===== config.mk =====
export PLATFORM = sky130hd
export DESIGN_NAME = alu_operand_sequencer
export DESIGN_NICKNAME = d
export VERILOG_FILES = /design/src/rtl/alu_seq_pkg.sv /design/src/rtl/btn_debounce.sv /design/src/rtl/alu_operand_sequencer.sv
export SDC_FILE = /design/constraint.sdc
export NUM_CORES = 1
export LEC_CHECK = 0
export ABC_AREA = 1
export CORE_UTILIZATION = 56
export CTS_CLUSTER_SIZE = 10
export DETAILED_ROUTE_END_ITERATION = 10
export MAX_ROUTING_LAYER = met4
export PLACE_DENSITY = 0.79
export SLEW_MARGIN = 30
export SYNTH_ARGS = -nofsm -noshare
export SYNTH_HDL_FRONTEND = slang
export SYNTH_SLANG_ARGS = --single-unit

===== constraint.sdc =====
create_clock -name clk -period 1.7 [get_ports clk]
set_input_delay 0.17 -clock clk [delete_from_list [all_inputs] [get_ports clk]]
set_output_delay 0.17 -clock clk [all_outputs]
set_load 0.005 [all_outputs]

===== src/rtl/alu_seq_pkg.sv =====
// rtl/alu_seq_pkg.sv - shared types and constants for the ALU operand sequencer
package alu_seq_pkg;

    localparam int WIDTH_DEF = 4;

    localparam int FLG_CERO = 0;
    localparam int FLG_NEG  = 1;
    localparam int FLG_COUT = 2;
    localparam int FLG_OVF  = 3;

    typedef enum logic [2:0] {
        S_A    = 3'd0,
        S_B    = 3'd1,
        S_OP   = 3'd2,
        S_EXEC = 3'd3,
        S_SHOW = 3'd4
    } state_t;

    function automatic logic [3:0] pack_flags(
        input logic ovf,
        input logic cout,
        input logic neg,
        input logic cero
    );
        logic [3:0] f;
        f           = '0;
        f[FLG_OVF]  = ovf;
        f[FLG_COUT] = cout;
        f[FLG_NEG]  = neg;
        f[FLG_CERO] = cero;
        return f;
    endfunction

endpackage


===== src/rtl/btn_debounce.sv =====
// rtl/btn_debounce.sv - two-flop synchroniser, stable-level debounce and rising-edge pulse
module btn_debounce #(
    parameter int DEB_CYCLES = 200000
) (
    input  logic clk,
    input  logic rst,
    input  logic btn_i,
    output logic pulse_o
);

    localparam int CW = (DEB_CYCLES > 1) ? $clog2(DEB_CYCLES) : 1;
    localparam logic [CW-1:0] CNT_LAST = CW'(DEB_CYCLES - 1);

    logic          meta_q, sync_q;
    logic [CW-1:0] cnt_q, cnt_d;
    logic          level_q, level_d;
    logic          level_dly_q;
    logic          pulse_q;

    always_comb begin
        cnt_d   = '0;
        level_d = level_q;
        if (sync_q != level_q) begin
            if (cnt_q == CNT_LAST) begin
                level_d = sync_q;
            end else begin
                cnt_d = cnt_q + 1'b1;
            end
        end
    end

    // The pulse is taken from the registered level, so it lands one cycle after the toggle.
    always_ff @(posedge clk) begin
        if (rst) begin
            meta_q      <= 1'b0;
            sync_q      <= 1'b0;
            cnt_q       <= '0;
            level_q     <= 1'b0;
            level_dly_q <= 1'b0;
            pulse_q     <= 1'b0;
        end else begin
            meta_q      <= btn_i;
            sync_q      <= meta_q;
            cnt_q       <= cnt_d;
            level_q     <= level_d;
            level_dly_q <= level_q;
            pulse_q     <= level_q & ~level_dly_q;
        end
    end

    assign pulse_o = pulse_q;

endmodule


===== src/rtl/alu_operand_sequencer.sv =====
// rtl/alu_operand_sequencer.sv - collects A, B and op from switches, latches ALU flags
// Optional sticky overflow indicator enabled by SEQ_STICKY_OVF_EN.
module alu_operand_sequencer
    import alu_seq_pkg::*;
#(
    parameter int WIDTH      = WIDTH_DEF,
    parameter int DEB_CYCLES = 200000
) (
    input  logic             clk,
    input  logic             rst,
    input  logic [WIDTH-1:0] sw,
    input  logic             btn_next,
    input  logic             btn_clr,
    input  logic             f_cero,
    input  logic             f_neg,
    input  logic             f_cout,
    input  logic             f_ovf,
    output logic [WIDTH-1:0] A,
    output logic [WIDTH-1:0] B,
    output logic             Resta,
    output logic             OP1,
    output logic             op_valid,
    output logic [2:0]       stage,
    output logic [3:0]       flags_q,
    output logic             ovf_sticky
);

    logic [WIDTH-1:0] sw_meta_q, sw_sync_q;
    logic             next_pulse, clr_pulse;

    state_t           state_q, state_d;
    logic [WIDTH-1:0] a_q, a_d, b_q, b_d;
    logic             resta_q, resta_d, op1_q, op1_d;
    logic [3:0]       flags_d, flags_reg_q;

    btn_debounce #(.DEB_CYCLES(DEB_CYCLES)) u_deb_next (
        .clk     (clk),
        .rst     (rst),
        .btn_i   (btn_next),
        .pulse_o (next_pulse)
    );

    btn_debounce #(.DEB_CYCLES(DEB_CYCLES)) u_deb_clr (
        .clk     (clk),
        .rst     (rst),
        .btn_i   (btn_clr),
        .pulse_o (clr_pulse)
    );

    always_ff @(posedge clk) begin
        if (rst) begin
            sw_meta_q <= '0;
            sw_sync_q <= '0;
        end else begin
            sw_meta_q <= sw;
            sw_sync_q <= sw_meta_q;
        end
    end

    always_comb begin
        state_d = state_q;
        a_d     = a_q;
        b_d     = b_q;
        resta_d = resta_q;
        op1_d   = op1_q;
        flags_d = flags_reg_q;
        unique case (state_q)
            S_A: if (next_pulse) begin
                a_d     = sw_sync_q;
                state_d = S_B;
            end
            S_B: if (next_pulse) begin
                b_d     = sw_sync_q;
                state_d = S_OP;
            end
            S_OP: if (next_pulse) begin
                resta_d = sw_sync_q[0];
                op1_d   = sw_sync_q[1];
                state_d = S_EXEC;
            end
            // Operands have been stable for the whole cycle, so the ALU flags are settled here.
            S_EXEC: begin
                flags_d = pack_flags(f_ovf, f_cout, f_neg, f_cero);
                state_d = S_SHOW;
            end
            S_SHOW: if (next_pulse) begin
                state_d = S_A;
            end
            default: state_d = S_A;
        endcase
        if (clr_pulse) begin
            a_d     = '0;
            b_d     = '0;
            resta_d = 1'b0;
            op1_d   = 1'b0;
            flags_d = '0;
            state_d = S_A;
        end
    end

    always_ff @(posedge clk) begin
        if (rst) begin
            state_q     <= S_A;
            a_q         <= '0;
            b_q         <= '0;
            resta_q     <= 1'b0;
            op1_q       <= 1'b0;
            flags_reg_q <= '0;
        end else begin
            state_q     <= state_d;
            a_q         <= a_d;
            b_q         <= b_d;
            resta_q     <= resta_d;
            op1_q       <= op1_d;
            flags_reg_q <= flags_d;
        end
    end

`ifdef SEQ_STICKY_OVF_EN
    logic sticky_q;

    always_ff @(posedge clk) begin
        if (rst || clr_pulse) begin
            sticky_q <= 1'b0;
        end else if (state_q == S_EXEC && f_ovf) begin
            sticky_q <= 1'b1;
        end
    end

    assign ovf_sticky = sticky_q;
`else
    assign ovf_sticky = 1'b0;
`endif

    assign A        = a_q;
    assign B        = b_q;
    assign Resta    = resta_q;
    assign OP1      = op1_q;
    assign flags_q  = flags_reg_q;
    assign op_valid = (state_q == S_EXEC);
    assign stage    = state_q;

endmodule


* Word-level counts from Yosys, hierarchy flattened
Cells that the tools add are included.
Storage, ports and cells: register bits after elaboration 71, input port bits 12, output and inout bits 19, logic and storage cells 55
Operators by class: $add $sub $neg 2, equal/unequal tests 12, muxes and demuxes 5, bitwise gates (word level) 6, reductions and logical operators 10
Operators by type and width (count):
- $add A18 B1 Y18 const B | 2
- $eq A18 B18 Y1 const B | 2
- $pmux W3 S5 | 1
- $mux W3 | 4
- $reduce_and A2 Y1 | 5
- $ne A2 B1 Y1 const B | 4
- $eq A3 B2 Y1 const B | 2
- $reduce_or A3 Y1 | 2
- $not A1 Y1 | 4
- $reduce_and A4 Y1 | 1
- $eq A3 B1 Y1 const B | 1
- $eq A3 B3 Y1 const B | 1
- $logic_not A3 Y1 | 1
- $and A1 B1 Y1 | 2
- $ne A1 B1 Y1 | 2
- $reduce_or A2 Y1 | 1

* Longest topological paths before layout
Gate-level depths: netlist of the first run.
depth after elaboration 3, mapped depth 8, depth with buffers taken out 8

* By module
A second synthesis of the first run with hierarchy kept.
Second synthesis, totals: cells, all modules 415, area total of the unflattened synthesis 3050.4 sq um
By module, submodules not included:
- btn_debounce | instances 2, cells each 144, area each 1048.5 sq um, seq. area each 460.4 sq um
- alu_operand_sequencer | instances 1, cells each 127, area each 953.4 sq um, seq. area each 500.5 sq um

* Worst setup path before layout of the first run
Ideal clock, no wire load.
path kind register to register, start point register u_deb_next.cnt_q[0], end point register u_deb_next.cnt_q[10], data arrival time 1205 ps, path slack 381 ps, cell stages (with the launch flop) 8, path buffers 1, path through dfxtp_1 ha_1 nand2_1 nor2_4 nand3_2 o21bai_4 buf_6 nor2_1
On the way: longest elaborated chain between the ends 2, elaborated cells between the ends (all ways) 3, classes of those cells 1 x add/sub; 1 x eq/ne; 1 x reduce/logical
RTL lines:
- start, declared | RTL line btn_debounce.sv:15 | logic [CW-1:0] cnt_q, cnt_d;
- start signal, assigned | RTL line btn_debounce.sv:44 | cnt_q <= cnt_d;
- parallel branches: the longest is 2 deep, another holds $add A18 B1 Y18
Parallel ways; which one is timed is not known. A chain may end at the register's enable or synchronous reset.

* Worst setup path in the final report of the first run
start point register state_q[0], in the netlist stage[0], end point output port op_valid
On the way: longest elaborated chain between the ends 1
RTL lines:
- start, declared | RTL line alu_operand_sequencer.sv:31 | state_t state_q, state_d;
- start signal, assigned | RTL line alu_operand_sequencer.sv:110 | state_q <= state_d;
- $eq A3 B2 Y1 | RTL line alu_operand_sequencer.sv:140 | assign op_valid = (state_q == S_EXEC);
- end, declared | RTL line alu_operand_sequencer.sv:22 | output logic op_valid,
Every way passes these cells.

==> results of run 1 <==
metrics by stage:
| step | std cells | util, % | hold slack [ns] | cell area [um^2] |
|---|---|---|---|---|
| after floorplan | 408 | - | 0.277 | 2970 |
| after global placement | 505 | 65.1 | 0.377 | 3330 |
| after detailed placement | 505 | 65.1 | 0.388 | 3330 |
| after CTS | 521 | 68.5 | 0.333 | 3500 |
| after global routing | 521 | 68.5 | 0.376 | 3500 |
| final | 521 | 68.5 | 0.347 | 3500 |
routing by layer:
metal	vias to the layer above	wire length [um]	global-route usage [%]	part of all wire, %
li1	1333	-	-	-
met2	42	2610	37.2	48
met3	9	190	6.02	3.5
met1	1119	2490	23.4	46
met5	-	0	-	0
met4	0	100	10.7	1.9
power by group:
group / switching (uW) / total (uW) / internal (uW)
registers: 6.64 / 1680 / 1680
clock network: 579 / 1180 / 600
logic: 35.7 / 73.9 / 38.2
registers in the layout, summed over array words and instances, names as in the netlist, 3 cells and up:
name / flops
B: 4
A: 4
u_deb_next.cnt_q: 18
flags_q: 4
u_deb_clr.cnt_q: 18
sw_meta_q: 4
stage: 3
sw_sync_q: 4
layout make-up:
| class | count | area, um^2 |
|---|---|---|
| Fill cell | 430 | 1610 |
| Clock inverter | 4 | 20.0 |
| Multi-Input combinational cell | 279 | 1300 |
| Sequential cell | 71 | 1420 |
| Inverter | 52 | 195 |
| Clock buffer | 12 | 155 |
| Timing Repair Buffer | 33 | 320 |
| Tap cell | 70 | 87.6 |
tightest hold or removal path: stages:
cell             delay [ns]
clkdlybuf4s50_1        0.39
inv_1                  0.05
nor2_1                 0.03
layout by cell type, fill, tap and decap left out, types with 2 or more instances in the layout:
master | Yosys | routed
a21oi_1 | 22 | 22
buf_4 | 1 | 4
clkbuf_8 | 0 | 11
clkdlybuf4s50_1 | 0 | 29
clkinv_2 | 0 | 4
dfxtp_1 | 71 | 71
ha_1 | 2 | 2
inv_1 | 50 | 50
inv_2 | 2 | 2
nand2_1 | 70 | 70
nand2_2 | 3 | 3
nand3_1 | 20 | 20
nand4_1 | 4 | 4
nor2_1 | 108 | 108
nor2_4 | 2 | 2
nor3_1 | 5 | 5
o21ai_0 | 17 | 17
or2_0 | 2 | 2
or2_2 | 2 | 2
xnor2_1 | 8 | 8
xor2_1 | 6 | 6
worst max-delay path by stage:
stage	endpoint	depth (start not counted)	start	slack, ns
global placement	u_deb_next.cnt_q[11]$_SDFF_PP0_	6	u_deb_next.cnt_q[0]$_SDFF_PP0_	0.27
CTS	op_valid	3	stage[0]$_SDFFE_PP0P_	0.05
floorplan	u_deb_next.cnt_q[10]$_SDFF_PP0_	7	u_deb_next.cnt_q[0]$_SDFF_PP0_	0.38
finish	op_valid	3	stage[0]$_SDFFE_PP0P_	0.08
detailed placement	u_deb_next.cnt_q[11]$_SDFF_PP0_	6	u_deb_next.cnt_q[0]$_SDFF_PP0_	0.20
global route	op_valid	3	stage[0]$_SDFFE_PP0P_	0.009
logic make-up after synthesis:
| group | share of synthesized area, % |
|---|---|
| AND/OR/NAND/NOR | 31.0 |
| flip-flops | 47.9 |
| buffers and inverters | 8.22 |
| AO/OA/AOI/OAI | 7.76 |
| XOR/XNOR | 4.13 |
| adder cells (fa/ha/maj) | 0.843 |
| other | 0.126 |
==> metrics.cfg, run 1 <==
[drt]
drc=0
wirelength_um=5400
wl_per_cell_um=10.4
drtPass1Iterations=6
drtIter0Drc=116
detail_route.vias_per_cell=4.80
postRouteAntennaNets=0
vias=2503

[worst_setup_path]
end_kind=primary output
criticalPathCategory=reg2out
crit_path_max_incr_delay_ns=0.51
path_delay_family=buffers and inverters
r2r_slack_ns=0.21
r2r-end=u_deb_next.cnt_q[2]$_SDFF_PP0_
worstPathMaxFanout=5
start_kind=register
critPathRequiredTime_ns=1.53
crit_slowest_cell=clkdlybuf4s50_1
reg2reg_from=u_deb_next.cnt_q[0]$_SDFF_PP0_
ff2ff_path_depth=6
crit_chain=nand2_1, nor2_1, clkdlybuf4s50_1
crit_buf_inv=1
arrival_ns=1.45

[placed_design]
dp_hpwl_um=4010
pre_cts_ws_ns=0.201
portBuffers=29
gp_congestion=0.904

[power_and_ir_drop]
max-vdd-ir-drop_mv=0.562
finalPower_uw=2940
cellPowerDensity_nw_per_um2=839
power_leakage_uw=0.00125

[timing]
finalSetupTns_ns=0
fin_crit_ns=1.62
hold_violations=0
rsz0062_at_grt=no
post-route-period-util_pct=95.4
clock_skew_ns=0.00639
fmax_ghz=0.617
fin_ws_ns=0.0783
final-setup-viol-count=0
maxSlewViolCount=0

[global_routing]
antenna_found_initial=0
grt_overflow=0
grt_pass1_vias=2241
grt_pass1_wl_um=8980
grt_util_all_layers_pct=21.9
grt_max_degree=18

[floorplan]
die_w_um=74.8
io_pins=31
start_util_pct=58.1
row_count=26
coreArea_um2=5110
die_h_um=74.8
die-area_um2=5590

[clocking]
cts.reportedPaths.clkPinSlew_ns=0.07
cts_tree=done
cts_setup_buffers=0
worstSkewPairLatency_ns=0.33
cts_buffers=9
cts_max_level=3
cts_hold_buffers=0
clockRootBuffer=clkbuf_8
clock-sinks=71
cts_resized=0
clk_path_buf_depth=2

[worst_hold_path]
hp-start=sw[2]
hp-class=in2reg
whs_path_depth=3
holdPathEnd=sw_meta_q[2]$_SDFF_PP0_

[synthesis]
synth_seq_area_share_pct=47.9
netlist_area_um2=2970
synthFlopType=dfxtp_1
netlist.area_leader.share_pct=47.9
ys_types=28
synth_edf_count=0
synth_common_cells=nor2_1, dfxtp_1, nand2_1, inv_1, a21oi_1
synth_largest_area_cell=dfxtp_1
yosys-top-cells-area=dfxtp_1, nor2_1, nand2_1
synth_area_per_cell_um2=7.27
async_reset_ff_share_pct=0
synthesis.nets=422
yosys_warnings=0
ys_ff_latch=71
syn_inst=408
post-synth-top-count-cell=nor2_1

[run]
cap_violations=0

[run_status]
status=completed

[finish]
final_nets=460
area_delta_synth_final_pct=18.0
drive_gt1_share_pct=7.32
antennaDiodeCount=0

No activity file was read; power rests on OpenSTA's default activity.
==> inputs of run 2 (changes only) <==
Settings changed: SYNTH_HIERARCHICAL from default to 1.
==> run 2 against run 1 <==
Against the previous run: non-clock buffer count is 1 lower; power increased by 20%; global-route usage up 0.30 points; final cell count rose by 1.2%; largest cell class unchanged; largest power group is now clock; highest routed layer unchanged.
==> metrics.cfg, run 2 <==
[synthesis]
synth_common_cells=nor2_1, nand2_1, dfxtp_1, inv_1, nand3_1
synthFlopType=dfxtp_1
synth_area_per_cell_um2=7.35  ; +1.1%
ys_ff_latch=71  ; unchanged
yosys_warnings=6  ; +6
syn_inst=415  ; +1.7%
ys_types=26  ; -7.1%
synth_seq_area_share_pct=46.6  ; -1.3 points
yosys-top-cells-area=dfxtp_1, nor2_1, nand2_1
synthesis.nets=429  ; +1.7%
post-synth-top-count-cell=nor2_1
netlist.area_leader.share_pct=46.6  ; -1.3 points
async_reset_ff_share_pct=0  ; unchanged
synth_largest_area_cell=dfxtp_1
netlist_area_um2=3050  ; +2.8%
synth_edf_count=0  ; unchanged

[timing]
fin_ws_ns=0.108  ; +0.0295 ns
maxSlewViolCount=0  ; unchanged
finalSetupTns_ns=0  ; unchanged
hold_violations=0  ; unchanged
final-setup-viol-count=0  ; unchanged
fin_crit_ns=1.59  ; -0.0295 ns
fmax_ghz=0.628  ; +1.9%
clock_skew_ns=0.00579  ; -0.000602 ns
whs_ns=0.332  ; -0.0144 ns
rsz0062_at_grt=no
post-route-period-util_pct=93.7  ; -1.7 points

[finish]
final_nets=466  ; +1.3%
final_cell_mix=nor2_1, nand2_1, dfxtp_1, inv_1, clkdlybuf4s50_1
final_common_cell=nor2_1
antennaDiodeCount=0  ; unchanged
top_regs=u_deb_clr/cnt_q: 18 flops, u_deb_next/cnt_q: 18 flops
area_delta_synth_final_pct=20.9
final_util_pct=71.3  ; +2.8 points
drive_gt1_share_pct=11.2  ; +3.8 points
fillCellCount=417  ; -3.0%

[drt]
drc=0  ; unchanged
drtPass1Iterations=4  ; -2
detail_route.vias_per_cell=4.87  ; +1.4%
drtIter0Drc=190  ; +64%
vias=2567  ; +2.6%
wirelength_um=5620  ; +4.1%
postRouteAntennaNets=0  ; unchanged
wl_per_cell_um=10.7  ; +2.9%

[worst_setup_path]
ff2ff_path_depth=8  ; +2
crit_path_max_incr_delay_ns=0.48  ; -0.03 ns
critPathRequiredTime_ns=1.53  ; about the same
crit_buf_inv=3  ; +2
cpMostUsedCell=inv_2
crit_slowest_cell=clkdlybuf4s50_1
reg2reg_from=u_deb_next/cnt_q[0]$_SDFF_PP0_
arrival_ns=1.42  ; -0.03 ns
worstPathMaxFanout=6  ; +1
criticalPathCategory=reg2out
r2r_slack_ns=0.23  ; +0.02 ns
crit_chain=inv_2, nand3_4, inv_2, clkdlybuf4s50_1
r2r-end=u_deb_next/cnt_q[9]$_SDFF_PP0_
end_kind=primary output
path_delay_family=buffers and inverters
start_kind=register

[global_routing]
grt_max_degree=18  ; unchanged
grt_overflow=0  ; unchanged
grt_pass1_wl_um=9290  ; +3.5%
grt_util_all_layers_pct=22.2  ; +0.30 points
grt_pass1_vias=2250  ; +0.40%
antenna_found_initial=0  ; unchanged

[power_and_ir_drop]
cellPowerDensity_nw_per_um2=958  ; +14%
power_leakage_uw=0.00131  ; +4.8%
max-vdd-ir-drop_mv=0.829  ; +48%

[placed_design]
pre_cts_ws_ns=0.228  ; +0.0275 ns
dp_hpwl_um=3990  ; -0.36%
portBuffers=29  ; unchanged
gp_congestion=0.897  ; -0.83%

[floorplan]
io_pins=31  ; unchanged
coreArea_um2=5170  ; +1.3%
die-area_um2=5750  ; +2.7%
start_util_pct=59.0  ; +0.89 points
die_w_um=75.8  ; +1.4%
row_count=26  ; unchanged
die_h_um=75.8  ; +1.4%

[clocking]
clockRootBuffer=clkbuf_8
cts.reportedPaths.clkPinSlew_ns=0.08  ; about the same
cts_max_level=3  ; unchanged
clk_path_buf_depth=2  ; unchanged
clock-sinks=71  ; unchanged
worstSkewPairLatency_ns=0.34  ; about the same
cts_buffers=9  ; unchanged
cts_hold_buffers=0  ; unchanged
cts_tree=done

[worst_hold_path]
whs_path_depth=3  ; unchanged
holdPathEnd=sw_meta_q[3]$_SDFF_PP0_
hp-class=in2reg
hp-start=sw[3]

[run]
cap_violations=0  ; unchanged

[run_status]
status=completed

## run 2: changes by cell type in the layout (fill, tap and decap cells not counted), sizes merged, moves of 4 or more
cell	before	now
nand2	74	80
nand4	4	15
bufinv	0	4
nor2	111	121
xor2	6	12
inv	52	47
a21oi	23	15
o21ai	17	8
## run 2: timing repair
item,in CTS,in global routing
resized for setup,4,2
endpoints found under the hold margin,0,0
buffers inserted,1,0
endpoints found under the setup margin,1,1
cloned,0,0
## run 2: layer usage
layer  routed length, um  global-route usage [%]
met1                2680                    26.8
met2                2550                    35.1
met3                 281                    4.50
met4                 108                    11.1
met5                   0                       -
## run 2: worst max path at each step
stage,from,end,slack [ns],cells after the start
finish,stage[2]$_SDFFE_PP0P_,op_valid,0.11,4
detailed placement,rst,stage[2]$_SDFFE_PP0P_,0.23,5
CTS,stage[2]$_SDFFE_PP0P_,op_valid,0.03,4
global route,stage[2]$_SDFFE_PP0P_,op_valid,0.02,4
global placement,rst,stage[2]$_SDFFE_PP0P_,0.26,5
floorplan,u_deb_clr/cnt_q[0]$_SDFF_PP0_,u_deb_clr/cnt_q[12]$_SDFF_PP0_,0.35,9
## run 2: metrics by stage
step / instance area [um^2] / std cells / power, uW
detailed placement: 3400 / 510 / 1800
global route: 3690 / 527 / 3650
CTS: 3680 / 527 / 3570
floorplan: 3050 / 415 / 1760
global placement: 3400 / 510 / 1800
finish: 3690 / 527 / 3530
## run 2: kinds of logic after synthesis
group / Yosys count / share of synthesized area [%]
flip-flops: 71 / 46.6
buffers and inverters: 53 / 7.34
adder cells (fa/ha/maj): 2 / 0.820
other: 1 / 0.123
AO/OA/AOI/OAI: 25 / 4.27
AND/OR/NAND/NOR: 245 / 35.7
XOR/XNOR: 18 / 5.17
## run 2: worst reg2reg max path: cells and delay by family (launching register included)
family / cells / cell delay (ns)
flops: 1 / 0.36
fa+ha+maj: 1 / 0.20
simple gates: 7 / 0.82
## run 2: final cells by class
class                           count  area, um^2  share of cell area, %
Inverter                           47         176                   4.78
Clock buffer                        9         124                   3.36
Tap cell                           70        87.6                   2.37
Timing Repair Buffer               32         313                   8.48
Multi-Input combinational cell    291        1420                   38.4
Clock inverter                      7         145                   3.93
Sequential cell                    71        1430                   38.6
## run 2: power breakdown
| part | leakage [uW] | internal, uW | switching [uW] |
|---|---|---|---|
| sequential | 0.000576 | 1680 | 5.50 |
| clock | 0.000130 | 1130 | 645 |
| combinational | 0.000600 | 39.0 | 40.3 |
==> inputs of run 3 (changes only) <==
Settings changed: HOLD_SLACK_MARGIN from default to 0.06.
==> results of run 3 <==
Final layout, timing and power as in run 2 (identical DEF).
